--- src/rtl/alu_pkg.sv ---
// Shared definitions for the ALU command sequencer: select codes, FSM states
// and the packed command entry carried through the command FIFO.
package alu_pkg;

  typedef enum logic [3:0] {
    OP_ADD   = 4'd0,
    OP_SUB   = 4'd1,
    OP_MUL   = 4'd2,
    OP_DIV   = 4'd3,
    OP_AND   = 4'd4,
    OP_OR    = 4'd5,
    OP_XOR   = 4'd6,
    OP_NOT   = 4'd7,
    OP_PASSA = 4'd8,
    OP_PASSB = 4'd9,
    OP_SLL   = 4'd10,
    OP_SRL   = 4'd11,
    OP_SRA   = 4'd12,
    OP_INC   = 4'd13,
    OP_DEC   = 4'd14,
    OP_HAM   = 4'd15
  } alu_op_e;

  typedef enum logic [1:0] {
    ST_IDLE  = 2'd0,
    ST_DRIVE = 2'd1,
    ST_HOLD  = 2'd2
  } seq_state_e;

  localparam int CMD_W = 24;

  typedef struct packed {
    logic [3:0] tag;
    logic [3:0] op;
    logic [7:0] a;
    logic [7:0] b;
  } cmd_t;

endpackage

--- src/rtl/cmd_fifo.sv ---
// Synchronous FIFO with extra-bit wrapping pointers; the head entry is always
// visible on o_rdata so a pop and its data use happen in the same cycle.
module cmd_fifo #(
  parameter int DEPTH = 4,
  parameter int W     = 24
) (
  input  logic         clk,
  input  logic         rst_n,
  input  logic         i_push,
  input  logic [W-1:0] i_wdata,
  input  logic         i_pop,
  output logic [W-1:0] o_rdata,
  output logic         o_full,
  output logic         o_empty
);
  localparam int AW = $clog2(DEPTH);

  logic [AW:0]  r_wr_ptr;
  logic [AW:0]  r_rd_ptr;
  logic [W-1:0] r_mem [DEPTH];
  logic [AW:0]  w_count;
  logic         w_push;
  logic         w_pop;

  // Pointer difference wraps naturally, giving 0..DEPTH occupancy.
  assign w_count = r_wr_ptr - r_rd_ptr;
  assign o_full  = (w_count == (AW + 1)'(DEPTH));
  assign o_empty = (w_count == '0);
  assign o_rdata = r_mem[r_rd_ptr[AW-1:0]];
  assign w_push  = i_push && !o_full;
  assign w_pop   = i_pop && !o_empty;

  always_ff @(posedge clk or negedge rst_n) begin
    if (!rst_n) begin
      r_wr_ptr <= '0;
      r_rd_ptr <= '0;
    end else begin
      if (w_push) r_wr_ptr <= r_wr_ptr + 1'b1;
      if (w_pop)  r_rd_ptr <= r_rd_ptr + 1'b1;
    end
  end

  always_ff @(posedge clk) begin
    if (w_push) r_mem[r_wr_ptr[AW-1:0]] <= i_wdata;
  end

endmodule

--- src/rtl/alu_cmd_sequencer.sv ---
// Buffers ALU commands, holds the ALU inputs for SETTLE cycles, captures the
// result and returns it with its tag over a valid/ready response channel.
module alu_cmd_sequencer
  import alu_pkg::*;
#(
  parameter int DEPTH  = 4,
  parameter int SETTLE = 2
) (
  input  logic       clk,
  input  logic       rst_n,
  input  logic       cmd_valid,
  output logic       cmd_ready,
  input  logic [7:0] cmd_a,
  input  logic [7:0] cmd_b,
  input  logic [3:0] cmd_op,
  input  logic [3:0] cmd_tag,
  output logic       rsp_valid,
  input  logic       rsp_ready,
  output logic [7:0] rsp_data,
  output logic [3:0] rsp_tag,
  output logic       rsp_zero,
  output logic [7:0] alu_a,
  output logic [7:0] alu_b,
  output logic [3:0] alu_sel,
  input  logic [7:0] alu_res,
  output logic       busy,
  output logic [1:0] o_dbg_state
);
  // Both channels: a transfer happens on a rising edge where valid && ready;
  // valid, once raised, is held with stable payload until that edge.
  localparam int CW = (SETTLE > 1) ? $clog2(SETTLE) : 1;
  localparam logic [CW-1:0] CNT_INIT = CW'(SETTLE - 1);

  seq_state_e       r_state;
  logic [CW-1:0]    r_cnt;
  logic [3:0]       r_pend_tag;
  logic             w_full;
  logic             w_empty;
  logic             w_push;
  logic             w_pop;
  logic [CMD_W-1:0] w_head_raw;
  cmd_t             w_head;

  assign w_head      = cmd_t'(w_head_raw);
  assign cmd_ready   = !w_full;
  assign w_push      = cmd_valid && cmd_ready;
  assign w_pop       = !w_empty && ((r_state == ST_IDLE) || (r_state == ST_HOLD && rsp_ready));
  assign busy        = (r_state != ST_IDLE) || !w_empty;
  assign o_dbg_state = r_state;

  cmd_fifo #(.DEPTH(DEPTH), .W(CMD_W)) u_fifo (
    .clk     (clk),
    .rst_n   (rst_n),
    .i_push  (w_push),
    .i_wdata ({cmd_tag, cmd_op, cmd_a, cmd_b}),
    .i_pop   (w_pop),
    .o_rdata (w_head_raw),
    .o_full  (w_full),
    .o_empty (w_empty)
  );

  always_ff @(posedge clk or negedge rst_n) begin
    if (!rst_n) begin
      r_state    <= ST_IDLE;
      r_cnt      <= '0;
      r_pend_tag <= '0;
      alu_a      <= '0;
      alu_b      <= '0;
      alu_sel    <= '0;
      rsp_valid  <= 1'b0;
      rsp_data   <= '0;
      rsp_tag    <= '0;
      rsp_zero   <= 1'b0;
    end else begin
      // A pop only happens from IDLE or on the HOLD handshake; ALU inputs
      // otherwise keep their last values between commands.
      if (w_pop) begin
        alu_a      <= w_head.a;
        alu_b      <= w_head.b;
        alu_sel    <= w_head.op;
        r_pend_tag <= w_head.tag;
        r_cnt      <= CNT_INIT;
      end
      case (r_state)
        ST_IDLE: begin
          if (!w_empty) r_state <= ST_DRIVE;
        end
        ST_DRIVE: begin
          if (r_cnt == '0) begin
            rsp_data  <= alu_res;
            rsp_zero  <= (alu_res == 8'h00);
            rsp_tag   <= r_pend_tag;
            rsp_valid <= 1'b1;
            r_state   <= ST_HOLD;
          end else begin
            r_cnt <= r_cnt - 1'b1;
          end
        end
        ST_HOLD: begin
          if (rsp_ready) begin
            rsp_valid <= 1'b0;
            r_state   <= w_empty ? ST_IDLE : ST_DRIVE;
          end
        end
        default: r_state <= ST_IDLE;
      endcase
    end
  end

endmodule

--- config.mk ---
export PLATFORM = sky130hd
export DESIGN_NAME = alu_cmd_sequencer
export DESIGN_NICKNAME = d
export VERILOG_FILES = /design/src/rtl/alu_pkg.sv /design/src/rtl/cmd_fifo.sv /design/src/rtl/alu_cmd_sequencer.sv
export SDC_FILE = /design/constraint.sdc
export NUM_CORES = 1
export LEC_CHECK = 0
export BUFFER_PORTS_ARGS = -buffer_cell sky130_fd_sc_hd__buf_2
export CAP_MARGIN = 20
export CORE_UTILIZATION = 51
export DETAILED_ROUTE_END_ITERATION = 8
export PLACE_DENSITY = 0.77
export SYNTH_ARGS = -nofsm -noshare
export SYNTH_HDL_FRONTEND = slang
export SYNTH_SLANG_ARGS = --single-unit
--- constraint.sdc ---
create_clock -name clk -period 9.6 [get_ports clk]
set_input_delay 1.92 -clock clk [delete_from_list [all_inputs] [get_ports clk]]
set_output_delay 1.92 -clock clk [all_outputs]
set_load 0.03 [all_outputs]
==> flow_summary.ini <==
[outcome]
status = finished, final reports clean

[synthesis]
synth-edff-count = 96
synth_area_per_cell_um2 = 20.96
ys_ff_latch = 143
synth_cell_types = 26
synth_area_um2 = 5492
async_flop_share_pct = 32.87
ys.flop_type = edfxtp_1
synthesis.instances = 262
seq_area_frac_synth_pct = 73.91
syn-num-nets = 305
yosys_warnings = 0

[clock_tree]
post-cts-setup-buffers = 0
clock-sinks = 143
cts_tree = yes
cts.clk_slew.worst_paths_ns = 0.06
cts.repair.resized = 0
clock_latency_ns = 0.52
numCtsBuffers = 17
h-tree-depth = 4
cts_hold_buf = 0
clk_path_buf_depth = 2
root_buffer = clkbuf_8

[timing]
finalSetupTns_ns = 0
fin_crit_ns = 4.646
slew_violations = 0
worst_slew_pin_slew_ns = 1.019
max_freq_mhz = 215.2
finalHoldViolCount = 0
fin_crit_sh_pct = 48.40
skew_ns = 0.004371
setup_violations = 0
rsz0062_at_grt = false
maxSlewHeadroom_pct = 32.08

[cells_and_area]
syn_to_final_growth_pct = 22.78
final_cell_mix = edfxtp_1, buf_2, dfrtp_1
fin_nets = 395
drive_gt1_share_pct = 49.32
final_common_cell = edfxtp_1

[placement]
routabilityCongestion = 0.6471
io_buffers = 73
dp_hpwl_um = 5507

[power]
vdd_drop_max_mv = 0.1705
p_total_uw = 2639
p_per_area_nw_per_um2 = 391.4
leakage_uw = 0.002623

[critical_path]
critPathRequiredTime_ns = 7.68
r2r-end = u_fifo.r_mem[0][5]
critPathArrivalTime_ns = 2.73
crit_path_max_incr_delay_ns = 0.96
cp-start-kind = register
critPathCaptureType = primary output
path_cells = ha_1 -> nor2b_1 -> xnor2_2 -> or4_1 -> buf_2
critPathSlowestCell = dfrtp_2
r2r_slack_ns = 6.69
cp_max_fo = 27
r2r-start = u_fifo.r_rd_ptr[0]
reg2reg_depth = 6
path_class = reg -> out

[die]
rows = 37
dieArea_um2 = 11190
io_pins = 74
core-area_um2 = 10370
die-width_um = 105.8
start_util_pct = 52.96
die_height_um = 105.8

[grt]
antenna_found_initial = 1
track_usage_pct = 18.29
grt_max_degree = 48
grt_pass1_vias = 2774
grt_pass1_wl_um = 14460
grt_overflow = 0

[route]
routedWlPerCell_um = 18.38
drt_wl_total_um = 9226
vias = 2698
ant_nets = 0
drtIter0Drc = 176
first_pass_iters = 4
met2WireLength_um = 4777
m1WireLength_um = 3871
wl_met3_um = 446
top_layer = met4
viasPerCell = 5.375
route.detailed.drc = 0

[worst_hold_path]
min_path_cells = 1
min-delay-start = alu_b[5]
hold_path_end = alu_b[5]
hold_class = reg -> reg

[run]
drv_cap = 0
Yosys cell counts (2+ instances only):
cell      count  area [um^2]
clkbuf_1      3        11.26
buf_2         4        20.02
mux2_2       22        247.7
dfrtp_1      47         1176
nand3_1       2        10.01
o21ai_0       3        15.01
inv_1         6        22.52
and2_1        3        18.77
ha_1          7        87.58
edfxtp_1     96         2883
mux4_2       24        540.5
nor2b_1       2        12.51
nor4_1        2        12.51
buf_6         2        22.52
nor2_1        5        18.77
nand2_1       4        15.01
a31oi_1       2        12.51
xnor2_2       2        32.53
mux2_4       17        255.2
xnor2_1       3        26.28
how the worst max path moves through the flow:
stage,from,to
floorplan,u_fifo.r_rd_ptr[1],busy
global placement,u_fifo.r_rd_ptr[0],busy
detailed placement,u_fifo.r_rd_ptr[0],busy
CTS,u_fifo.r_rd_ptr[0],busy
global route,u_fifo.r_rd_ptr[0],busy
finish,u_fifo.r_rd_ptr[0],busy
critical path, delay by kind of cell, from the launching register on:
kind | cells | cell delay [ns]
XOR/XNOR | 1 | 0.17
AND/OR/NAND/NOR | 2 | 0.62
buffers and inverters | 1 | 0.19
adder cells (fa/ha/maj) | 1 | 0.26
flip-flops | 1 | 0.96
power by group:
part / switching [uW] / leakage, uW / internal, uW
clock: 239 / 0.000313 / 481
sequential: 114 / 0.00143 / 876
combinational: 488 / 0.000877 / 441
final cells by class:
class                      instances  area (um^2)
sequential                       143         4060
fill                             706         3627
multi-input combinational        104         1371
timing repair buffer              80        450.4
clock buffer                      18        427.9
clock inverter                    14        237.7
tap                              136        170.2
inverter                           6        22.52
antenna                            1        2.502
sequential cells by signal, indices dropped and copies added, names as in the netlist, 4 cells and up:
name and cells:
alu_b 8, alu_sel 4, rsp_tag 4, rsp_data 8
u_fifo.r_mem 96, r_pend_tag 4, alu_a 8
metrics by stage:
step | instances | hold slack [ns] | area (um^2) | utilization (%) | setup slack, ns
after detailed placement | 467 | 0.4881 | 6047 | 58.31 | 5.423
after CTS | 499 | 0.5012 | 6713 | 64.73 | 4.860
after floorplan | 262 | 0.4757 | 5492 | - | 5.596
after global routing | 502 | 0.5159 | 6743 | 65.02 | 4.733
after global placement | 466 | 0.4830 | 6020 | 58.05 | 5.453
final | 502 | 0.4991 | 6743 | 65.02 | 4.954
metal layers:
metal  vias up  GRT usage [%]
li1       1214              -
met1      1397          21.94
met2        75          30.21
met3        12          6.122
met4         0          8.036
met5         -              0
kinds of logic (layout without fill, tap and decap cells):
kind of cell	Yosys count	after routing	share of synthesized area (%)
and+or+nand+nor	20	20	1.846
DFF	143	143	73.91
AOI/OAI and AO/OA	8	8	1.025
buffers and inverters	15	118	1.390
muxes	63	63	19.00
adders and majority gates	7	7	1.595
other	0	1	0
xor gates and xnor gates	6	6	1.230
No activity file was read; power rests on OpenSTA's default activity.
